<file path="src/rtl/clk_ratio_detector.sv">
// rtl/clk_ratio_detector.sv - recovers a clock divider's select code from the divided clock
//
// Samples a divided clock on the fast system clock and times the interval
// between successive edges of either polarity. Each interval is mapped back to
// the 2-bit divide-select code that produced it. The block locks once LOCK_CNT
// consecutive identical valid intervals have been seen.
//
// Optional build macro: SYNC_EN
//   Adds a synchronizer flop ahead of the edge detector, so clk_div_in may come
//   from an unrelated clock domain. Every output then moves one cycle later.
//   Measured intervals are unchanged.
//
// Ports:
//   clk        in   fast system clock (the clock that feeds the divider)
//   rst        in   asynchronous active-high reset
//   clk_div_in in   divided clock under measurement
//   x_out      out  recovered select code (00=/4, 01=/8, 10=/16, 11=/32)
//   locked     out  high while x_out is confirmed
//   err        out  one-cycle pulse on an invalid interval or a timeout
//   meas_out   out  last measured half-period, in clk cycles

module clk_ratio_detector #(
  parameter int LOCK_CNT = 3,
  parameter int TIMEOUT  = 40,
  parameter int CW       = 6
) (
  input  logic          clk,
  input  logic          rst,
  input  logic          clk_div_in,
  output logic [1:0]    x_out,
  output logic          locked,
  output logic          err,
  output logic [CW-1:0] meas_out
);

  typedef enum logic [1:0] {
    IDLE    = 2'd0,
    MEASURE = 2'd1,
    LOCKED  = 2'd2
  } state_t;

  localparam logic [CW-1:0] TO_VAL = CW'(TIMEOUT);
  localparam logic [2:0]    LC_VAL = 3'(LOCK_CNT);

  // ---------------------------------------------------------------------------
  // Input sampling and edge detection
  // ---------------------------------------------------------------------------
  logic s_q;
  logic s_qq;
  logic div_edge;

`ifdef SYNC_EN
  logic s_meta;

  always_ff @(posedge clk or posedge rst) begin
    if (rst) begin
      s_meta <= 1'b0;
      s_q    <= 1'b0;
      s_qq   <= 1'b0;
    end else begin
      s_meta <= clk_div_in;
      s_q    <= s_meta;
      s_qq   <= s_q;
    end
  end
`else
  always_ff @(posedge clk or posedge rst) begin
    if (rst) begin
      s_q  <= 1'b0;
      s_qq <= 1'b0;
    end else begin
      s_q  <= clk_div_in;
      s_qq <= s_q;
    end
  end
`endif

  // Both polarities count: one edge per half-period of the divided clock.
  assign div_edge = s_q ^ s_qq;

  // ---------------------------------------------------------------------------
  // State
  // ---------------------------------------------------------------------------
  state_t        state, state_nxt;
  logic [CW-1:0] per_cnt, per_nxt;
  logic [1:0]    cand, cand_nxt;
  logic [2:0]    match_cnt, match_nxt;
  logic [1:0]    x_nxt;
  logic          locked_nxt;
  logic          err_nxt;
  logic [CW-1:0] meas_nxt;

  // On an edge, per_cnt still holds the number of cycles since the previous
  // edge. That value is the measurement.
  logic       meas_valid;
  logic [1:0] meas_code;

  always_comb begin
    meas_valid = 1'b1;
    meas_code  = 2'b00;
    case (per_cnt)
      CW'(2):  meas_code = 2'b00;
      CW'(4):  meas_code = 2'b01;
      CW'(8):  meas_code = 2'b10;
      CW'(16): meas_code = 2'b11;
      default: meas_valid = 1'b0;
    endcase
  end

  // ---------------------------------------------------------------------------
  // Next-state and output logic
  // ---------------------------------------------------------------------------
  logic upd;

  always_comb begin
    state_nxt  = state;
    per_nxt    = per_cnt;
    cand_nxt   = cand;
    match_nxt  = match_cnt;
    x_nxt      = x_out;
    locked_nxt = locked;
    err_nxt    = 1'b0;
    meas_nxt   = meas_out;
    upd        = 1'b0;

    // Interval counter. It is parked at zero while idle.
    if (state == IDLE) begin
      per_nxt = div_edge ? CW'(1) : '0;
    end else if (div_edge) begin
      per_nxt = CW'(1);
    end else if (per_cnt < TO_VAL) begin
      per_nxt = per_cnt + CW'(1);
    end else begin
      per_nxt = TO_VAL;
    end

    case (state)
      IDLE: begin
        // The first edge only starts the timer. No interval exists yet.
        if (div_edge) begin
          state_nxt = MEASURE;
        end
      end

      MEASURE: begin
        // An edge wins over a coincident timeout. The TIMEOUT-long interval
        // then falls through as an invalid measurement.
        if (div_edge) begin
          meas_nxt = per_cnt;
          upd      = 1'b1;
        end else if (per_cnt == TO_VAL) begin
          err_nxt    = 1'b1;
          locked_nxt = 1'b0;
          match_nxt  = '0;
          per_nxt    = '0;
          state_nxt  = IDLE;
        end
      end

      LOCKED: begin
        if (div_edge) begin
          meas_nxt = per_cnt;
          if (!(meas_valid && (meas_code == x_out))) begin
            // Drop lock but keep x_out at the last confirmed code while
            // a new candidate is qualified.
            locked_nxt = 1'b0;
            state_nxt  = MEASURE;
            upd        = 1'b1;
          end
        end else if (per_cnt == TO_VAL) begin
          err_nxt    = 1'b1;
          locked_nxt = 1'b0;
          match_nxt  = '0;
          per_nxt    = '0;
          state_nxt  = IDLE;
        end
      end

      default: begin
        state_nxt = IDLE;
        per_nxt   = '0;
      end
    endcase

    // Candidate qualification, shared by MEASURE and by a lock drop.
    if (upd) begin
      if (!meas_valid) begin
        err_nxt   = 1'b1;
        match_nxt = '0;
      end else begin
        if (meas_code == cand) begin
          match_nxt = match_cnt + 3'd1;
        end else begin
          cand_nxt  = meas_code;
          match_nxt = 3'd1;
        end
        if (match_nxt == LC_VAL) begin
          x_nxt      = cand_nxt;
          locked_nxt = 1'b1;
          state_nxt  = LOCKED;
        end
      end
    end
  end

  always_ff @(posedge clk or posedge rst) begin
    if (rst) begin
      state     <= IDLE;
      per_cnt   <= '0;
      cand      <= 2'b00;
      match_cnt <= '0;
      x_out     <= 2'b00;
      locked    <= 1'b0;
      err       <= 1'b0;
      meas_out  <= '0;
    end else begin
      state     <= state_nxt;
      per_cnt   <= per_nxt;
      cand      <= cand_nxt;
      match_cnt <= match_nxt;
      x_out     <= x_nxt;
      locked    <= locked_nxt;
      err       <= err_nxt;
      meas_out  <= meas_nxt;
    end
  end

endmodule

</file>
<file path="config.mk">
export PLATFORM = sky130hd
export DESIGN_NAME = clk_ratio_detector
export DESIGN_NICKNAME = d
export VERILOG_FILES = /design/src/rtl/clk_ratio_detector.sv
export SDC_FILE = /design/constraint.sdc
export NUM_CORES = 1
export LEC_CHECK = 0
export ABC_CLOCK_PERIOD_IN_PS = 2400
export CORE_ASPECT_RATIO = 0.8
export CORE_MARGIN = 4
export CORE_UTILIZATION = 43
export CTS_BUF_LIST = sky130_fd_sc_hd__clkbuf_4 sky130_fd_sc_hd__clkbuf_8 sky130_fd_sc_hd__clkbuf_16
export DETAILED_ROUTE_END_ITERATION = 16
export PLACE_DENSITY = 0.74
export REMOVE_ABC_BUFFERS = 1
export SETUP_SLACK_MARGIN = 0.02
export SYNTH_ARGS = -nofsm -noshare
export SYNTH_HDL_FRONTEND = slang
export SYNTH_SLANG_ARGS = --single-unit
export TNS_END_PERCENT = 30
</file>
<file path="constraint.sdc">
create_clock -name clk -period 2.4 [get_ports clk]
set_input_delay 0.36 -clock clk [delete_from_list [all_inputs] [get_ports clk]]
set_output_delay 0.36 -clock clk [all_outputs]
set_load 0.01 [all_outputs]
</file>
; ---- Word-level counts from Yosys, hierarchy flattened
; Cells that the tools add are included.
[word_totals]
ff_bits = 25
latchBits = 0
ram_bits = 0
mem_bits_ro = 0
word_cells = 79
mem_count = 0
[classes]
addsub = 2
mul = 0
div = 0
order_cmp = 1
n_eq_ne = 11
n_shift = 0
muxes = 44
n_bitwise = 1
n_reduce_logical = 10
[ops]
columns = operator, n
row1 = 2-to-1 mux 6 bit, 5
row2 = 2-to-1 mux 3 bit, 8
row3 = 2-to-1 mux 2 bit, 9
row4 = 2-to-1 mux 1 bit, 17
row5 = one-hot mux 2 bit (3 select lines), 2
row6 = one-hot mux 6 bit (2 select lines), 1
row7 = adder 6 x 1 -> 6 bit (second input constant), 1
row8 = == test 6 x 2 -> 1 bit (second input constant), 1
row9 = == test 6 x 3 -> 1 bit (second input constant), 1
row10 = == test 6 x 4 -> 1 bit (second input constant), 1
row11 = == test 6 x 5 -> 1 bit (second input constant), 1
row12 = == test 6 bit (second input constant), 1
row13 = less-than comparator 6 bit (second input constant), 1
row14 = AND reduction 3 bit, 2
row15 = == test 2 bit, 2
row16 = one-hot mux 1 bit (2 select lines), 2
row17 = AND reduction 2 bit, 2
row18 = nonzero test 2 bit, 2
row19 = OR reduction 4 bit, 1
row20 = adder 3 x 1 -> 3 bit (second input constant), 1
row21 = == test 3 x 2 -> 1 bit (second input constant), 1
row22 = == test 2 x 1 -> 1 bit (second input constant), 1
row23 = == test 2 bit (second input constant), 1
row24 = zero test 2 bit, 1
row25 = 4 further kinds, 4

; ---- Longest topological paths before layout
; Gate-level depths: netlist (run 1).
[logic_depth]
word_depth = 12
ltp_mapped = 9
depth_no_buf = 8

; ---- Least setup slack after synthesis (run 1)
; OpenSTA, ideal clock, no wires.
[synth_timing]
kind = register to register
start = register state[0]
end = register x_out[0]
setup_time_ns = 0.125
arrival_ns = 2.281
setup_slack_ns = -0.006
stages_incl_launch_ff = 10
n_path_buf = 2
path_cell_list = dfrtp_1 > inv_1 > ha_1 > clkbuf_1 > nand2_1 > or3_1 > a21oi_2 > and4b_1 > buf_6 > mux2_4
[synth_between]
elab_chain_cells = 3
elab_cells_between_ends = 4
classes_between = eq/ne (2) / mux (1) / reduce/logical (1)
[synth_rtl]
columns = element, line
row1 = "start, declared", 84  ; state_t state, state_nxt;
row2 = "start signal, assigned", 217  ; state <= state_nxt;
row3 = == test 2 bit / == test 2 x 1 -> 1 bit (equally long branches), 137  ; case (state)
row4 = one-hot mux 1 bit (2 select lines) *, 137
row5 = AND reduction 3 bit (no source line) *, n/a
row6 = "end signal, assigned", 221  ; x_out <= x_nxt;
row7 = "end, declared", 30  ; output logic [1:0] x_out,
; Mark *: on every way between the ends. The rest lies on a longest branch, timed or not.
; A chain may end at the register's enable or synchronous reset.

; ---- Final worst setup path (run 1)
[layout_timing]
start = register per_cnt[1]
end = register x_out[1]
[layout_between]
elab_chain_cells = 8
elab_cells_between_ends = 19
classes_between = eq/ne (7) / mux (9) / reduce/logical (3)
[layout_rtl]
columns = element, line
row1 = "start, declared", 85  ; logic [CW-1:0] per_cnt, per_nxt;
row2 = "start signal, assigned", 218  ; per_cnt <= per_nxt;
row3 = == test 6 x 5 -> 1 bit (tied with other cells), 101  ; case (per_cnt)
row4 = one-hot mux 2 bit (3 select lines) / OR reduction 4 bit (equally long branches), n/a
row5 = == test 2 bit (tied with other cells), 191  ; if (meas_code == cand) begin
row6 = 2-to-1 mux 3 bit / logical AND 1 bit (equally long branches), "191, 163"
row7 = 2-to-1 mux 3 bit / 2-to-1 mux 1 bit (equally long branches), "187, 163"
row8 = 2-to-1 mux 3 bit / 2-to-1 mux 1 bit (equally long branches), "186, 161"
row9 = == test 3 x 2 -> 1 bit / one-hot mux 1 bit (2 select lines) (equally long branches), "197, 137"
row10 = AND reduction 3 bit (no source line), n/a
; Several ways; a longest one is shown, not always the timed one. The select of a mux whose other input is x is not followed.

==> impl_metrics.prom, run 1 <==
# TYPE chip_impl_metric gauge
chip_impl_metric{name="total_routing_resource_utilization_after_global_routing",unit="%"} 14.32
chip_impl_info{name="crit_path_start_kind",value="flop"} 1
chip_impl_info{name="r2r-start",value="per_cnt[1]$_DFF_PP0_"} 1
chip_impl_metric{name="yosysWarnings",unit=""} 0
chip_impl_metric{name="fp.dieH",unit="µm"} 59.49
chip_impl_metric{name="layout_worst_path_cycle_share",unit="%"} 100.7
chip_impl_metric{name="post_synth_instance_area",unit="mm²"} 0.001425
chip_impl_metric{name="yosys.area_share.adder",unit="%"} 7.024
chip_impl_metric{name="drive_above_1_share",unit="%"} 25.77
chip_impl_metric{name="met3_wirelength",unit="µm"} 113
chip_impl_metric{name="final_nets",unit=""} 175
chip_impl_metric{name="synth_async_sr_flop_share",unit="%"} 100.0
chip_impl_info{name="post-synth-top-area-cell",value="dfrtp_1"} 1
chip_impl_metric{name="critical_path.max_fanout",unit=""} 5
chip_impl_metric{name="boundaryPins",unit=""} 13
chip_impl_info{name="crit_path_start",value="per_cnt[1]$_DFF_PP0_"} 1
chip_impl_info{name="worst_setup_path_endpoint",value="x_out[1]$_DFFE_PP0P_"} 1
chip_impl_metric{name="p_sw_share",unit="%"} 32.75
chip_impl_metric{name="final_hold_violation_count",unit=""} 0
chip_impl_metric{name="totalPowerFinal",unit="mW"} 1.241
chip_impl_info{name="crit_type",value="flop to flop"} 1
chip_impl_metric{name="die_x",unit="µm"} 72.37
chip_impl_info{name="cp_slowest_cell",value="dfrtp_1"} 1
chip_impl_metric{name="postSynthCellCount",unit=""} 138
chip_impl_metric{name="globalplace.congestion",unit=""} 0.8427
chip_impl_info{name="synthFlopType",value="dfrtp_1"} 1
chip_impl_metric{name="synth.avg_cell_area",unit="µm²"} 10.33
chip_impl_info{name="worstSetupEndpointType",value="flop"} 1
chip_impl_metric{name="register_area",unit="µm²"} 625.6
chip_impl_metric{name="reg2reg_setup_slack",unit="ps"} -20
chip_impl_metric{name="syn2layout_area_growth",unit="%"} 22.65
chip_impl_info{name="rsz_0062_raised_after_global_routing",value="yes"} 1
chip_impl_metric{name="post_synth_and_or_nand_nor_area_fraction",unit="%"} 17.38
chip_impl_metric{name="yosysUniqueCellTypes",unit=""} 43
chip_impl_info{name="worstHoldPathType",value="flop to flop"} 1
chip_impl_metric{name="worst-r2r-cell-count",unit=""} 8
chip_impl_metric{name="ir_worst_vdd",unit="mV"} 0.4942
chip_impl_metric{name="vias_per_cell",unit=""} 5.305
chip_impl_metric{name="maximum_number_of_pins_on_one_net_before_global_route_repair",unit=""} 26
chip_impl_metric{name="fraction_of_synthesized_area_in_multiplexers",unit="%"} 5.970
chip_impl_metric{name="post-place-cells",unit=""} 193
chip_impl_metric{name="die-area",unit="mm²"} 0.004305
chip_impl_metric{name="crit_required",unit="ps"} 2560
chip_impl_metric{name="power.share.sequential",unit="%"} 40.1
chip_impl_metric{name="power_frac_clock",unit="%"} 20.9
chip_impl_metric{name="power.switching",unit="µW"} 406.4
chip_impl_metric{name="path_clk_slew",unit="ps"} 80
chip_impl_info{name="main_combinational_cell_family_by_area_after_synthesis",value="simple AND/OR/NAND/NOR gates"} 1
chip_impl_metric{name="report.final.slew_viol_count",unit=""} 0
chip_impl_metric{name="wire_per_inst",unit="µm"} 13.66
chip_impl_metric{name="tightest_slew",unit="ps"} 427.0
chip_impl_metric{name="cts-buffers-inserted",unit=""} 3
chip_impl_info{name="critical_path.reg2reg.endpoint",value="x_out[1]$_DFFE_PP0P_"} 1
chip_impl_metric{name="antenna_found_initial",unit=""} 0
chip_impl_metric{name="leakagePower",unit="nW"} 0.8533
chip_impl_metric{name="fp-row-count",unit=""} 18
chip_impl_metric{name="placeable_core_region",unit="mm²"} 0.003131
chip_impl_info{name="critical_path.cell_chain",value="inv_2, ha_4, or2b_1, o31a_1, o41ai_2, a21oi_2, and4b_2, mux2_4"} 1
chip_impl_info{name="outcome",value="finished with violations"} 1
chip_impl_metric{name="timing.max_cap.violations",unit=""} 0
chip_impl_metric{name="met2WireLength",unit="µm"} 1324
chip_impl_metric{name="postLayoutCoreUtil",unit="%"} 55.84
chip_impl_metric{name="share_of_yosys_cell_area_claimed_by_the_top_area_cell_type",unit="%"} 43.90
chip_impl_metric{name="power-per-cell-area",unit="mW/mm²"} 710.1
chip_impl_metric{name="cts_max_path_buffers",unit=""} 2
chip_impl_metric{name="post-place-ws",unit="ps"} -61.83
chip_impl_metric{name="global_route_wire_length_before_repair",unit="µm"} 4809
chip_impl_metric{name="cts_htree_levels",unit=""} 1
chip_impl_metric{name="drtAntennaViolNets",unit=""} 0
chip_impl_metric{name="fin_crit",unit="ps"} 2416
chip_impl_info{name="root_buffer_cell",value="clkbuf_8"} 1
chip_impl_metric{name="detailroute.via_count",unit=""} 1077
chip_impl_metric{name="number_of_global_route_vias_before_repair",unit=""} 1043
chip_impl_metric{name="slowest_delay",unit="ps"} 400
chip_impl_metric{name="fillers",unit=""} 275
chip_impl_info{name="failed_checks",value="negative setup slack"} 1
chip_impl_metric{name="drt_first_pass_iters",unit=""} 4
chip_impl_metric{name="synth_seq_area_share",unit="%"} 43.90
chip_impl_metric{name="drt_iter0_markers",unit=""} 55
chip_impl_metric{name="initial_utilization",unit="%"} 45.52
chip_impl_info{name="topRoutingLayerUsed",value="met4"} 1
chip_impl_metric{name="io_buffer_count",unit=""} 12
chip_impl_metric{name="internal_power_summed_over_all_cells",unit="µW"} 834.7
chip_impl_metric{name="timing.final.setup_violations",unit=""} 2
chip_impl_metric{name="fin_worst_skew",unit="ps"} 1.453
chip_impl_metric{name="edff_count_synth",unit=""} 0
chip_impl_metric{name="multi_input_comb_area",unit="µm²"} 749.5
chip_impl_metric{name="cts_sinks",unit=""} 25
chip_impl_metric{name="place_hpwl",unit="µm"} 2043
chip_impl_metric{name="setup_slack",unit="ps"} -15.94
chip_impl_metric{name="headroom_to_the_max_slew_limit",unit="%"} 71.53
chip_impl_info{name="netlist_top_cells_area",value="dfrtp_1 44%, ha_1 7.0%, xor2_1 3.7%"} 1
chip_impl_metric{name="final_cell_count_no_fill",unit=""} 203
chip_impl_metric{name="synth_xor_area_share",unit="%"} 5.443
chip_impl_metric{name="overflow",unit=""} 0
chip_impl_metric{name="source_to_sink_clock_delay_at_the_later_pin_of_the_worst_skew_pair",unit="ps"} 270
chip_impl_metric{name="routed_wire_length",unit="µm"} 2772
chip_impl_metric{name="met1_wl",unit="µm"} 1307
chip_impl_metric{name="achievable-frequency",unit="MHz"} 413.9
chip_impl_metric{name="post-route-drc-count",unit=""} 0
chip_impl_metric{name="yosys_register_bits",unit=""} 25
chip_impl_info{name="cts_tree",value="built"} 1
chip_impl_metric{name="share_comb_of_total_power",unit="%"} 39.0
chip_impl_metric{name="antenna_cells",unit=""} 0
chip_impl_metric{name="synth_compound_gate_area_share",unit="%"} 14.40
chip_impl_metric{name="timing.critical_path.arrival",unit="ps"} 2580
[power groups by stage]
stage / registers, mW / logic (mW) / clock network [mW]
6_report: 0.498 / 0.484 / 0.259
5_1_grt: 0.504 / 0.536 / 0.286
3_5_place_dp: 0.505 / 0.421 / 0
3_3_place_gp: 0.502 / 0.402 / 0
4_1_cts: 0.497 / 0.428 / 0.268
2_1_floorplan: 0.514 / 0.259 / 0
[cell families after synthesis]
| group | count (synthesis) |
|---|---|
| adders and majority gates | 8 |
| DFF | 25 |
| and+or+nand+nor | 46 |
| muxes | 7 |
| xor gates and xnor gates | 8 |
| buffers and inverters | 16 |
| AOI/OAI and AO/OA | 28 |
[metrics by stage]
stage / hold slack, ps / TNS, ps / instance area (µm²)
5_1_grt: 427.5 / -250.0 / 1748
2_1_floorplan: 371.5 / -90.47 / 1379
6_report: 402.2 / -31.57 / 1748
3_5_place_dp: 388.3 / -123.5 / 1617
3_3_place_gp: 384.9 / 0 / 1617
4_1_cts: 407.1 / 0 / 1675
[worst max-delay path, delay by kind of cell, from the launching register on]
kind,cells,cell delay (ps)
AOI/OAI and AO/OA,3,800
adders and majority gates,1,130
buffers and inverters,1,80
DFF,1,400
muxes,1,310
and+or+nand+nor,2,590
[final cells by class]
| cell class | instances | share of cell area (%) |
|---|---|---|
| multi-input combinational | 97 | 42.88 |
| sequential | 25 | 35.79 |
| timing repair buffer | 27 | 13.53 |
| tap | 40 | 2.863 |
| clock buffer | 4 | 2.792 |
| inverter | 10 | 2.147 |
[registers in the layout, indices dropped and copies added, names as in the netlist]
name       flops
cand           2
err            1
locked         1
match_cnt      3
meas_out       6
per_cnt        6
s_q            1
s_qq           1
state          2
x_out          2
[what timing repair did]
item / CTS / global route
cloned: 0 / 0
endpoints found under the setup margin: 2 / 7
resized for setup: 3 / 7
pin swaps: 1 / 4
hold buffers: 0 / 0
setup buffers: 0 / 6
[Yosys cell counts (all sizes together), types with 2 or more instances]
library cell / count
nand3: 3
nor3: 5
buf: 4
xor2: 6
xnor2: 2
nand4bb: 2
inv: 10
and2: 2
a21oi: 6
nor2b: 3
nor4: 2
nand2: 9
o21ai: 8
nor2: 11
dfrtp: 25
nor3b: 2
a21o: 4
mux2: 6
ha: 8
clkbuf: 2
[metal layers]
| layer | track usage (%) | up-vias |
|---|---|---|
| met2 | 23.09 | 17 |
| li1 | - | 529 |
| met3 | 4.068 | 5 |
| met5 | 0 | - |
| met1 | 19.41 | 526 |
| met4 | 2.681 | 0 |
[worst min path at each step]
stage,cells after the start,end,start,slack [ps]
floorplan,0,s_qq$_DFF_PP0_,s_q$_DFF_PP0_,370
global placement,0,s_qq$_DFF_PP0_,s_q$_DFF_PP0_,380
detailed placement,0,s_qq$_DFF_PP0_,s_q$_DFF_PP0_,390
CTS,0,s_qq$_DFF_PP0_,s_q$_DFF_PP0_,410
global route,0,s_qq$_DFF_PP0_,s_q$_DFF_PP0_,430
finish,0,s_qq$_DFF_PP0_,s_q$_DFF_PP0_,400
[layout by cell type, fill, tap and decap left out, drive strengths merged, types with 8 or more instances in the layout]
| cell type | instances |
|---|---|
| ha | 8 |
| inv | 10 |
| buf | 15 |
| nor2 | 11 |
| dfrtp | 25 |
| nand2 | 9 |
| o21ai | 8 |
| clkdlybuf4s50 | 12 |
No activity file was read; power rests on OpenSTA's default activity.
==> run 2: changes to the inputs <==
--- a/config.mk
+++ b/config.mk
@@ -6,6 +6,7 @@
 export NUM_CORES = 1
 export LEC_CHECK = 0
 export ABC_CLOCK_PERIOD_IN_PS = 2400
+export CAP_MARGIN = 10
 export CORE_ASPECT_RATIO = 0.8
 export CORE_MARGIN = 4
 export CORE_UTILIZATION = 43
==> results of run 2 <==
Same layout as run 1: the final DEF is identical, and so are final timing and power.
